<file path="src/rtl/mux_arb_pkg.sv">
// Shared types, widths and the round-robin pick used by the 4:1 mux arbiter.
package mux_arb_pkg;

  typedef enum logic {
    IDLE   = 1'b0,
    LOCKED = 1'b1
  } arb_state_t;

  localparam int N_REQ  = 4;
  localparam int DATA_W = 4;

  // First requester with valid set, scanning ptr, ptr+1, ... wrapping at N_REQ.
  function automatic logic [1:0] rr_pick(input logic [3:0] valid, input logic [1:0] ptr);
    logic [1:0] idx;
    logic [1:0] cand;
    logic       found;
    idx   = ptr;
    found = 1'b0;
    for (int i = 0; i < N_REQ; i++) begin
      cand = ptr + 2'(i);
      if (!found && valid[cand]) begin
        idx   = cand;
        found = 1'b1;
      end
    end
    return idx;
  endfunction

endpackage

</file>
<file path="src/rtl/Mux4to1.sv">
// Plain 4-bit 4:1 data mux shared by the requester channels.
module Mux4to1 (
  input  logic [3:0] d0,
  input  logic [3:0] d1,
  input  logic [3:0] d2,
  input  logic [3:0] d3,
  input  logic [1:0] s,
  output logic [3:0] y
);

  always_comb begin
    y = d0;
    case (s)
      2'd0:    y = d0;
      2'd1:    y = d1;
      2'd2:    y = d2;
      2'd3:    y = d3;
      default: y = d0;
    endcase
  end

endmodule

</file>
<file path="src/rtl/mux4_rr_arbiter.sv">
// Round-robin burst arbiter for four valid/ready requesters sharing one mux output.
//   state  | meaning
//   IDLE   | no grant; pick next requester by rotating priority
//   LOCKED | sel/grant frozen on one requester until last beat or MAX_BURST beats
module mux4_rr_arbiter
  import mux_arb_pkg::*;
#(
  parameter int MAX_BURST = 8
) (
  input  logic        clk,
  input  logic        rst_n,
  input  logic [3:0]  req_valid,
  input  logic [3:0]  req_last,
  input  logic [15:0] req_data,
  output logic [3:0]  req_ready,
  output logic        out_valid,
  output logic [3:0]  out_data,
  output logic        out_last,
  input  logic        out_ready,
  output logic [1:0]  sel,
  output logic [3:0]  grant,
  output logic        busy
);

  localparam logic [3:0] LAST_BEAT = 4'(MAX_BURST - 1);

  arb_state_t state_q, state_d;
  logic [1:0] ptr_q, ptr_d;
  logic [1:0] sel_q, sel_d;
  logic [3:0] grant_q, grant_d;
  logic [3:0] beat_cnt_q, beat_cnt_d;
  logic       locked;
  logic       xfer;
  logic [1:0] pick;

  always_ff @(posedge clk or negedge rst_n) begin
    if (!rst_n) begin
      state_q    <= IDLE;
      ptr_q      <= 2'd0;
      sel_q      <= 2'd0;
      grant_q    <= 4'b0000;
      beat_cnt_q <= 4'd0;
    end else begin
      state_q    <= state_d;
      ptr_q      <= ptr_d;
      sel_q      <= sel_d;
      grant_q    <= grant_d;
      beat_cnt_q <= beat_cnt_d;
    end
  end

  assign locked = (state_q == LOCKED);
  assign pick   = rr_pick(req_valid, ptr_q);
  assign xfer   = out_valid & out_ready;

  always_comb begin
    state_d    = state_q;
    ptr_d      = ptr_q;
    sel_d      = sel_q;
    grant_d    = grant_q;
    beat_cnt_d = beat_cnt_q;
    case (state_q)
      IDLE: begin
        if (|req_valid) begin
          sel_d      = pick;
          grant_d    = 4'b0001 << pick;
          beat_cnt_d = 4'd0;
          state_d    = LOCKED;
        end
      end
      LOCKED: begin
        if (xfer) begin
          if (out_last || (beat_cnt_q == LAST_BEAT)) begin
            ptr_d   = sel_q + 2'd1;
            grant_d = 4'b0000;
            state_d = IDLE;
          end else begin
            beat_cnt_d = beat_cnt_q + 4'd1;
          end
        end
      end
      default: begin
        state_d = IDLE;
        grant_d = 4'b0000;
      end
    endcase
  end

  // grant_q is one-hot on sel while locked and zero in IDLE, so it gates ready directly.
  assign req_ready = grant_q & {4{out_ready}};
  assign out_valid = locked & req_valid[sel_q];
  assign out_last  = locked & req_last[sel_q];
  assign sel       = sel_q;
  assign grant     = grant_q;
  assign busy      = locked;

  Mux4to1 u_data_mux (
    .d0 (req_data[3:0]),
    .d1 (req_data[7:4]),
    .d2 (req_data[11:8]),
    .d3 (req_data[15:12]),
    .s  (sel_q),
    .y  (out_data)
  );

endmodule

</file>
<file path="config.mk">
export PLATFORM = sky130hd
export DESIGN_NAME = mux4_rr_arbiter
export DESIGN_NICKNAME = d
export VERILOG_FILES = /design/src/rtl/mux_arb_pkg.sv /design/src/rtl/Mux4to1.sv /design/src/rtl/mux4_rr_arbiter.sv
export SDC_FILE = /design/constraint.sdc
export NUM_CORES = 1
export LEC_CHECK = 0
export ABC_AREA = 1
export BUFFER_PORTS_ARGS = -buffer_cell sky130_fd_sc_hd__buf_2
export CAP_MARGIN = 20
export CORE_MARGIN = 1
export CORE_UTILIZATION = 45
export DETAILED_ROUTE_END_ITERATION = 6
export PLACE_DENSITY = 0.74
export REMOVE_ABC_BUFFERS = 1
export SLEW_MARGIN = 40
export SYNTH_ARGS = -nofsm -noshare
export SYNTH_HDL_FRONTEND = slang
export SYNTH_HIERARCHICAL = 1
export SYNTH_SLANG_ARGS = --single-unit
</file>
<file path="constraint.sdc">
create_clock -name clk -period 4.4 [get_ports clk]
set_clock_uncertainty 0.05 [all_clocks]
set_input_delay 1.1 -clock clk [delete_from_list [all_inputs] [get_ports clk]]
set_output_delay 1.1 -clock clk [all_outputs]
set_load 0.01 [all_outputs]
</file>
==> run_results.csv, run 1 <==
group,metric,value,unit
flow_run,maxCapViolCount,0,
cells_and_area,multi_input_area,812,µm²
synth,ys_seq_elements,13,
placement,gp_congestion,0.823,
routing,drc,0,
sta,tightest_slew,0.641,ns
cells_and_area,post-route-util,54.8,%
critical_path,path_max_fanout,4,
floorplan,die_w,55.4,µm
cells_and_area,area_growth_syn_to_layout,16.7,%
worst_hold_path,hold_path.class,"register to register",
grt,met3_usage,3.75,%
sta,fmax,325,MHz
clock_network,insertion_delay,0.27,ns
grt,grt_overflow_total,0,
critical_path,critPathKind,"input pin to primary output",
cells_and_area,num_antenna_cells,0,
routing,drt_first_pass_iters,4,
clock_network,cts_buffers,3,
cells_and_area,final_common_cell,"nand2_1",
cells_and_area,num-nets-final,278,
synth,netlist_area,1280,µm²
synth,synth_edf_count,0,
sta,rsz0062_at_grt,"no",
floorplan,num_rows,19,
cells_and_area,drive_gt1_share,26.5,%
critical_path,cp.required,3.25,ns
critical_path,crit_chain,"buf_2 -> inv_1 -> a21oi_1 -> o21ai_0 -> a21oi_1 -> buf_2",
clock_network,cts_tree,"built",
routing,ant_nets,0,
floorplan,floorplan.initialDensity,47.0,%
synth,asyncSetResetFlopFracSynth,100,%
grt,grtUsageMet1,24.7,%
grt,grtUsageMet2,34.4,%
critical_path,cp-start-kind,"input pin",
routing,wl_per_cell,10.1,µm
routing,viasPerCell,5.11,
sta,min_period,3.08,ns
critical_path,critPathBufInv,3,
power,powerDensity,719,nW/µm²
clock_network,numClockSinks,13,
critical_path,slowest_stage,"a21oi_1",
clock_network,cts_resized,0,
clock_network,cts_setup_buffers,0,
critical_path,critPathMaxStageDelay,0.23,ns
routing,vias,1430,
clock_network,ctsHtreeMaxLevel,1,
floorplan,die_height,55.4,µm
synth,yosysTopAreaCellShare,25.3,%
synth,syn_inst,209,
grt,grt_usage,19.5,%
routing,drt_wl_total,2830,µm
clock_network,root_buffer,"clkbuf_4",
sta,hold_viol_final,0,
synth,ys_top_cells_by_area,"dfrtp_1 25%, nand2_1 24%, nand3_1 16%",
clock_network,clkTransAtPathRegs,0.07,ns
clock_network,cts_hold_buf,0,
cells_and_area,seq_area,325,µm²
synth,syn_avg_cell_area,6.15,µm²
cells_and_area,fillers,274,
power,irDropWorstVdd,0.470,mV
grt,grt_max_degree,22,
cells_and_area,final_cell_mix,"83 x nand2_1, 43 x buf_2, 41 x nand3_1, 17 x inv_1, 13 x dfrtp_1",
synth,yosys_warnings,6,
sta,slew_headroom,57.3,%
grt,gr-max-usage-layer,"met2",
sta,slew_viol_final,0,
critical_path,path_delay_family,"compound AO/OA/AOI/OAI gates",
synth,yosysTopAreaCell,"dfrtp_1",
floorplan,die_area,3070,µm²
outcome,status,"completed",
sta,fin_crit_sh,69.9,%
sta,setup_violations,0,
grt,grt_pass1_vias,1200,
synth,ys.flop_type,"dfrtp_1",
grt,grt_pass1_wl,5010,µm
placement,post-dp-hpwl,2210,µm
sta,finalSetupTns,0,ns
critical_path,cp-end-kind,"primary output",
critical_path,critPathArrivalTime,1.93,ns
placement,port_buffers,43,
power,power_leakage,0.889,nW
synth,ys_seq_area_share,25.3,%
clock_network,clockBufferDepth,2,
routing,drt-initial-drc-count,30,
synth,ys_types,23,
grt,antenna_found_initial,0,
floorplan,io_pins,44,
floorplan,core,2730,µm²
[synth_stat cells, types with 2 or more instances]
library cell and instances:
nand2_1 83, nand3_1 41, inv_1 17, dfrtp_1 13, o21ai_0 9, nand2_2 8, nand4_1 6, nor2_1 6
buf_6 5, a21oi_1 3, inv_2 3, nor2_4 3, buf_2 2
[sequential cells by signal (all words and copies together) (netlist names)]
name	flops
beat_cnt_q	4
grant	4
ptr_q	2
sel	2
busy	1
[cells by family (layout without fill, tap and decap cells)]
| family | Yosys count | after routing | share of synthesized area, % |
|---|---|---|---|
| buffers and inverters | 28 | 68 | 11.5 |
| adder cells (fa/ha/maj) | 1 | 1 | 0.974 |
| XOR/XNOR | 2 | 2 | 1.36 |
| flip-flops | 13 | 13 | 25.3 |
| AO/OA/AOI/OAI | 13 | 13 | 5.26 |
| AND/OR/NAND/NOR | 152 | 152 | 55.6 |
[cell type report]
type / count / area share, %
Clock buffer: 4 / 1.75
Timing Repair Buffer: 43 / 14.4
Multi-Input combinational cell: 168 / 54.2
Tap cell: 31 / 2.59
Sequential cell: 13 / 21.7
Inverter: 21 / 5.43
[per-layer routing]
metal | wire (µm) | share of wire, %
met1 | 1370 | 48
met2 | 1290 | 46
met3 | 160 | 5.7
met4 | 11 | 0.39
met5 | 0 | 0
[worst reg2reg max path, cell delays in order, from the launching register on]
cell     delay [ns]
dfrtp_1        0.65
inv_2          0.22
nand2_1        0.10
nand2_1        0.10
nand2_1        0.12
nand2_4        0.09
nor2_8         0.13
nand2_1        0.06
nand2_1        0.08
nand2_1        0.06
nand2_1        0.07
nand2_2        0.07
nand2_1        0.06
nand2_1        0.05
[final timing paths]
check / start / slack (ns) / depth (start not counted) / to
setup / recovery: req_valid[1] / 1.32 / 6 / out_valid
hold / removal: grant[1]$_DFFE_PN0P_ / 0.49 / 2 / grant[1]$_DFFE_PN0P_
setup reg to reg: ptr_q[0]$_DFFE_PN0P_ / 2.37 / 13 / grant[2]$_DFFE_PN0P_
hold reg to reg: grant[1]$_DFFE_PN0P_ / 0.49 / 2 / grant[1]$_DFFE_PN0P_
max in group asynchronous: rst_n / 3.42 / 1 / beat_cnt_q[0]$_DFFE_PN0P_
min in group asynchronous: rst_n / 0.65 / 1 / grant[2]$_DFFE_PN0P_
[per-stage QoR]
stage | setup slack, ns | instances | total power [W] | instance area, µm² | hold WS (ns)
floorplan | 1.61 | 202 | 0.000817 | 1220 | 0.429
global placement | 1.36 | 276 | 0.000998 | 1470 | 0.457
detailed placement | 1.35 | 276 | 0.00101 | 1470 | 0.473
CTS | 1.34 | 280 | 0.00109 | 1500 | 0.492
global route | 1.20 | 280 | 0.00121 | 1500 | 0.519
finish | 1.32 | 280 | 0.00108 | 1500 | 0.486
[power by group]
part	switching [W]	internal [W]	total [W]	leakage, nW
clock network	0.0000370	0.0000351	0.0000721	0.0150
registers	0.000112	0.000171	0.000282	0.164
logic	0.000450	0.000274	0.000724	0.709
No activity file was read; power rests on OpenSTA's default activity.
==> run 2, diff against run 1 <==
--- a/config.mk
+++ b/config.mk
@@ -11,7 +11,7 @@
 export CORE_MARGIN = 1
 export CORE_UTILIZATION = 45
 export DETAILED_ROUTE_END_ITERATION = 6
-export PLACE_DENSITY = 0.74
+export PLACE_DENSITY = 0.77
 export REMOVE_ABC_BUFFERS = 1
 export SLEW_MARGIN = 40
 export SYNTH_ARGS = -nofsm -noshare
==> constraint.sdc (replaced) <==
create_clock -name clk -period 2.5 [get_ports clk]
set_clock_uncertainty 0.05 [all_clocks]
set_input_delay 0.625 -clock clk [delete_from_list [all_inputs] [get_ports clk]]
set_output_delay 0.625 -clock clk [all_outputs]
set_load 0.01 [all_outputs]
==> run 2 against run 1 <==
Net effect: sequential power rose by 77%; combinational power rose by 77%; non-clock buffer count rose by 1; core utilization rose by 0.32 points; clock power rose by 80%; worst setup slack got worse by 1.2 ns; critical path type is now register to primary output; largest cell class unchanged; largest power group unchanged; highest routed layer unchanged.
==> run_results.csv, run 2 (synthesis results as in run 1) <==
group,metric,value,unit
routing,vias,1423,
cells_and_area,num-nets-final,279,
sta,rsz0062_at_grt,"no",
clock_network,clockBufferDepth,2,
placement,gp_congestion,0.828,
critical_path,cp.required,1.82,ns
sta,fin_crit_sh,94.0,%
critical_path,critPathBufInv,3,
clock_network,cts_resized,0,
critical_path,reg2reg_from,"ptr_q[0]$_DFFE_PN0P_",
critical_path,reg2reg_to,"sel[1]$_DFFE_PN0P_",
clock_network,cts_setup_buffers,0,
critical_path,critPathArrivalTime,1.67,ns
grt,antenna_found_initial,0,
critical_path,cp.depth,7,
clock_network,numClockSinks,13,
routing,viasPerCell,5.06,
critical_path,cp-end-kind,"primary output",
grt,grt_max_degree,22,
grt,grt_pass1_vias,1224,
cells_and_area,fin_cells,281,
floorplan,die_area,3070,µm²
routing,ant_nets,0,
floorplan,floorplan.initialDensity,47.0,%
clock_network,cts_tree,"built",
floorplan,core,2730,µm²
clock_network,cts_hold_buf,0,
sta,hold_viol_final,0,
routing,drc,0,
critical_path,critPathKind,"register to primary output",
cells_and_area,area_growth_syn_to_layout,17.3,%
routing,wl_per_cell,10.4,µm
clock_network,clkTransAtPathRegs,0.08,ns
clock_network,cts_buffers,3,
clock_network,root_buffer,"clkbuf_4",
sta,setup_violations,0,
power,powerDensity,1270,nW/µm²
grt,grt_usage,20.2,%
critical_path,path_max_fanout,17,
power,pwr-share-seq,26.2,%
power,p_clk_share,6.8,%
floorplan,die_height,55.4,µm
sta,min_period,2.35,ns
sta,tightest_slew,0.586,ns
worst_hold_path,hold_path.class,"input pin to async pin",
critical_path,crit_end,"out_last",
placement,port_buffers,43,
grt,grt_overflow_total,0,
critical_path,slowest_stage,"dfrtp_1",
critical_path,path_delay_family,"flip-flops",
power,sw_frac_of_total,55.4,%
routing,drt_wl_total,2920,µm
floorplan,io_pins,44,
critical_path,rr_worst_depth,13,
outcome,status,"completed",
sta,slew_headroom,60.9,%
sta,finalSetupTns,0,ns
routing,drt-initial-drc-count,34,
cells_and_area,num_antenna_cells,0,
critical_path,crit_chain,"inv_1 -> nor2_1 -> o21ai_0 -> nand2_1 -> inv_1 -> nor2_1 -> buf_2",
sta,timing.hold.ws,0.168,ns
floorplan,die_w,55.4,µm
grt,grt_pass1_wl,5050,µm
sta,slew_viol_final,0,
critical_path,rrSetupSlack,0.49,ns
cells_and_area,final_cell_mix,"83 x nand2_1, 43 x buf_2, 41 x nand3_1, 17 x inv_1, 12 x dfrtp_1",
power,pwr-share-comb,67.0,%
placement,post-dp-hpwl,2270,µm
clock_network,ctsHtreeMaxLevel,1,
power,irDropWorstVdd,0.697,mV
power,intPower,0.000850,W
placement,place_inst,277,
critical_path,cp-start-kind,"register",
floorplan,num_rows,19,
power,power_leakage,0.892,nW
cells_and_area,drive_gt1_share,27.2,%
clock_network,insertion_delay,0.27,ns
cells_and_area,final_common_cell,"nand2_1",
power,p_switching,0.00106,W
sta,fmax,426,MHz
critical_path,critPathMaxStageDelay,0.72,ns
routing,drt_first_pass_iters,4,
flow_run,maxCapViolCount,0,
critical_path,crit_start,"sel[1]$_DFFE_PN0P_",
run 2: cell count changes in the layout (fill, tap and decap cells not counted), sizes merged:
cell | before | now
buf | 43 | 44
run 2: cell type report:
| class | instances | area (µm²) |
|---|---|---|
| fill | 291 | 1230 |
| inverter | 21 | 81.3 |
| multi-input combinational | 168 | 812 |
| clock buffer | 4 | 26.3 |
| timing repair buffer | 44 | 223 |
| tap | 31 | 38.8 |
| sequential | 13 | 327 |
run 2: layer usage:
metal,vias to the layer above,track usage (%),part of all wire [%]
met1,604,25.7,46
met2,60,36.0,48
met5,-,0,0
li1,757,-,-
met3,2,3.04,5.6
met4,0,4.29,0.34
run 2: power groups by stage:
stage               clock (W)  combinational [W]  sequential, W
floorplan                   0           0.000959       0.000478
global placement            0            0.00127       0.000496
detailed placement          0            0.00128       0.000500
CTS                  0.000132            0.00129       0.000497
global route         0.000140            0.00147       0.000525
finish               0.000130            0.00128       0.000499
run 2: through the flow:
| step | setup slack [ns] | instance area (µm²) | util (%) | total power [W] |
|---|---|---|---|---|
| after floorplan | 0.582 | 1220 | - | 0.00144 |
| after global placement | 0.369 | 1480 | 54.1 | 0.00176 |
| after detailed placement | 0.353 | 1480 | 54.1 | 0.00178 |
| after CTS | 0.0581 | 1510 | 55.1 | 0.00192 |
| after global routing | 0.00609 | 1510 | 55.1 | 0.00213 |
| final | 0.150 | 1510 | 55.1 | 0.00191 |
run 2: worst min-delay path by stage:
stage               slack, ns  depth (start not counted)                        end
floorplan                0.28                          0  beat_cnt_q[0]$_DFFE_PN0P_
global placement         0.46                          2  beat_cnt_q[1]$_DFFE_PN0P_
detailed placement       0.47                          1       grant[1]$_DFFE_PN0P_
CTS                      0.18                          1  beat_cnt_q[3]$_DFFE_PN0P_
global route             0.19                          1  beat_cnt_q[3]$_DFFE_PN0P_
finish                   0.17                          1       grant[1]$_DFFE_PN0P_
==> run 3, diff against run 2 <==
--- a/config.mk
+++ b/config.mk
@@ -5,13 +5,12 @@
 export SDC_FILE = /design/constraint.sdc
 export NUM_CORES = 1
 export LEC_CHECK = 0
-export ABC_AREA = 1
 export BUFFER_PORTS_ARGS = -buffer_cell sky130_fd_sc_hd__buf_2
 export CAP_MARGIN = 20
-export CORE_MARGIN = 1
-export CORE_UTILIZATION = 45
+export CORE_MARGIN = 2
+export CORE_UTILIZATION = 41
 export DETAILED_ROUTE_END_ITERATION = 6
-export PLACE_DENSITY = 0.77
+export PLACE_DENSITY = 0.75
 export REMOVE_ABC_BUFFERS = 1
 export SLEW_MARGIN = 40
 export SYNTH_ARGS = -nofsm -noshare
==> run 3 against run 2 <==
Net effect: via count down 36%; synthesized area down 25%; clock power about the same; largest power group unchanged; non-clock buffer count rose by 1; cell count fell by 41%; design area decreased by 18%; highest routed layer unchanged; synthesized cell count is 56% lower; global-route usage fell by 1.7 points; flip-flop and latch count unchanged.
==> run_results.csv, run 3 <==
group,metric,value,unit
outcome,status,"completed",
power,powerDensity,1050,nW/µm²
worst_hold_path,hold_path.class,"input pin to async pin",
grt,antenna_found_initial,0,
routing,drt-initial-drc-count,11,
power,p_total,0.00131,W
synth,synthMuxAreaShare,18.7,%
synth,ys_top_cells_by_area,"dfrtp_1 34%, mux4_1 11%, nand2_1 3.9%",
critical_path,critPathArrivalTime,1.62,ns
floorplan,core,2210,µm²
synth,yosysTopAreaCellShare,33.7,%
clock_network,ctsHtreeMaxLevel,1,
critical_path,rr_worst_depth,4,
routing,ant_nets,0,
cells_and_area,area_growth_syn_to_layout,28.8,%
cells_and_area,num_antenna_cells,0,
sta,worst_slack,0.208,ns
routing,viasPerCell,5.52,
critical_path,cp-end-kind,"primary output",
critical_path,reg2reg_from,"sel[1]$_DFFE_PN0P_",
sta,tightest_slew,0.557,ns
cells_and_area,num-nets-final,167,
sta,fin_crit_sh,91.7,%
synth,synth-simple-area-share,20.9,%
synth,synth-xor-area-share,0.908,%
cells_and_area,multi_input_area,617,µm²
clock_network,clkTransAtPathRegs,0.09,ns
grt,grt_pass1_wl,3820,µm
sta,rsz0062_at_grt,"no",
synth,ys_seq_elements,13,
sta,setup_violations,0,
floorplan,floorplan.initialDensity,43.6,%
critical_path,path_max_fanout,10,
sta,slew_headroom,62.9,%
synth,synth_edf_count,0,
synth,syn_inst,91,
clock_network,clockBufferDepth,2,
synth,asyncSetResetFlopFracSynth,100,%
clock_network,cts_hold_buf,0,
synth,ys_types,41,
synth,netlist_area,965,µm²
sta,hold_viol_final,0,
synth,ys_top_cells_by_count,"13 x dfrtp_1, 10 x nand2_1, 5 x and2_1, 5 x nor2_1, 5 x nor2b_1",
routing,drt_wl_total,2360,µm
critical_path,crit_start,"sel[1]$_DFFE_PN0P_",
routing,vias,916,
floorplan,die_area,2760,µm²
cells_and_area,seq_area,325,µm²
floorplan,io_pins,44,
placement,gp_congestion,0.818,
clock_network,cts_tree,"built",
placement,dpl_worst_slack,0.303,ns
sta,finalSetupTns,0,ns
synth,ys.flop_type,"dfrtp_1",
floorplan,die_w,52.5,µm
clock_network,insertion_delay,0.27,ns
synth,synth_top_family_by_area,"compound AO/OA/AOI/OAI gates",
synth,yosysTopAreaCell,"dfrtp_1",
sta,slew_viol_final,0,
synth,synth_compound_area_share,22.2,%
flow_run,maxCapViolCount,0,
cells_and_area,final_common_cell,"buf_2",
critical_path,critPathKind,"register to primary output",
routing,drt_first_pass_iters,4,
synth,syn_avg_cell_area,10.6,µm²
sta,min_period,2.29,ns
floorplan,num_rows,17,
cells_and_area,fillers,220,
placement,port_buffers,43,
clock_network,numClockSinks,13,
placement,place_inst,162,
routing,wl_per_cell,14.2,µm
synth,yosys_warnings,6,
cells_and_area,final_cell_mix,"43 x buf_2, 13 x dfrtp_1, 10 x nand2_1",
power,power_leakage,0.649,nW
grt,grt_overflow_total,0,
sta,fmax,436,MHz
clock_network,cts_resized,0,
floorplan,die_height,52.5,µm
placement,post-dp-hpwl,1810,µm
power,irDropWorstVdd,0.594,mV
routing,drc,0,
cells_and_area,fin_cells,166,
cells_and_area,drive_gt1_share,40.6,%
synth,ys_seq_area_share,33.7,%
clock_network,cts_setup_buffers,0,
grt,grt_pass1_vias,880,
synth,synth_fa_ha_area_share,1.30,%
clock_network,root_buffer,"clkbuf_4",
critical_path,cp.required,1.82,ns
grt,grt_usage,18.5,%
synth,yosysMostFrequentCell,"dfrtp_1",
grt,grt_max_degree,18,
clock_network,cts_buffers,3,
critical_path,cp-start-kind,"register",
==> run 3: changes by cell type after synthesis, moves of 4 or more <==
cell	previous run	this run
nand2_2	8	0
nand2_1	83	10
buf_6	5	1
nand3_1	41	0
o21ai_0	9	3
nor2b_1	0	5
and2_1	0	5
inv_1	17	2
mux4_1	0	4
==> run 3: layer usage <==
| layer | global-route usage, % | wire length [µm] | vias up |
|---|---|---|---|
| li1 | - | - | 447 |
| met1 | 22.4 | 1000 | 447 |
| met2 | 32.7 | 1260 | 18 |
| met3 | 4.00 | 71 | 4 |
| met4 | 5.13 | 24 | 0 |
| met5 | 0 | 0 | - |
==> run 3: worst paths after layout <==
check / endpoint / slack (ns)
setup / recovery: out_valid / 0.21
hold / removal: sel[0]$_DFFE_PN0P_ / 0.17
setup reg to reg: beat_cnt_q[1]$_DFFE_PN0P_ / 0.53
hold reg to reg: beat_cnt_q[2]$_DFFE_PN0P_ / 0.45
max in group asynchronous: busy$_DFF_PN0_ / 2.00
min in group clk: beat_cnt_q[2]$_DFFE_PN0P_ / 0.45
==> run 3: cells by family after synthesis <==
group,Yosys count
adder cells (fa/ha/maj),1
AO/OA/AOI/OAI,26
multiplexers,10
AND/OR/NAND/NOR,36
XOR/XNOR,1
flip-flops,13
buffers and inverters,4
==> run 3: through the flow <==
step                hold slack [ns]  cell area (µm²)  utilization [%]
floorplan                     0.279              950                -
finish                        0.169             1240             56.2
global placement              0.437             1210             54.9
global route                  0.178             1240             56.2
CTS                           0.169             1240             56.2
detailed placement            0.441             1210             54.9
==> run 3: report_power, final <==
part	total, W	internal (W)	switching (W)
Sequential	0.000426	0.000302	0.000125
Clock	0.000131	0.0000593	0.0000713
Combinational	0.000750	0.000380	0.000371
Total	0.00131	0.000741	0.000567
==> run 3: worst max-delay path, cell delays in order, from the launching register on <==
cell and delay, ns:
dfrtp_1 0.60, mux2_2 0.41, o211a_1 0.20, buf_2 0.13
==> run 3: layout make-up <==
cell class              count  area share [%]
multi-input cells          74            49.6
flip-flops and latches     13            26.2
repair buffers             45            18.5
well taps                  28            2.82
clock buffers               3            1.81
inverters                   2           0.604
clock inverters             1           0.403
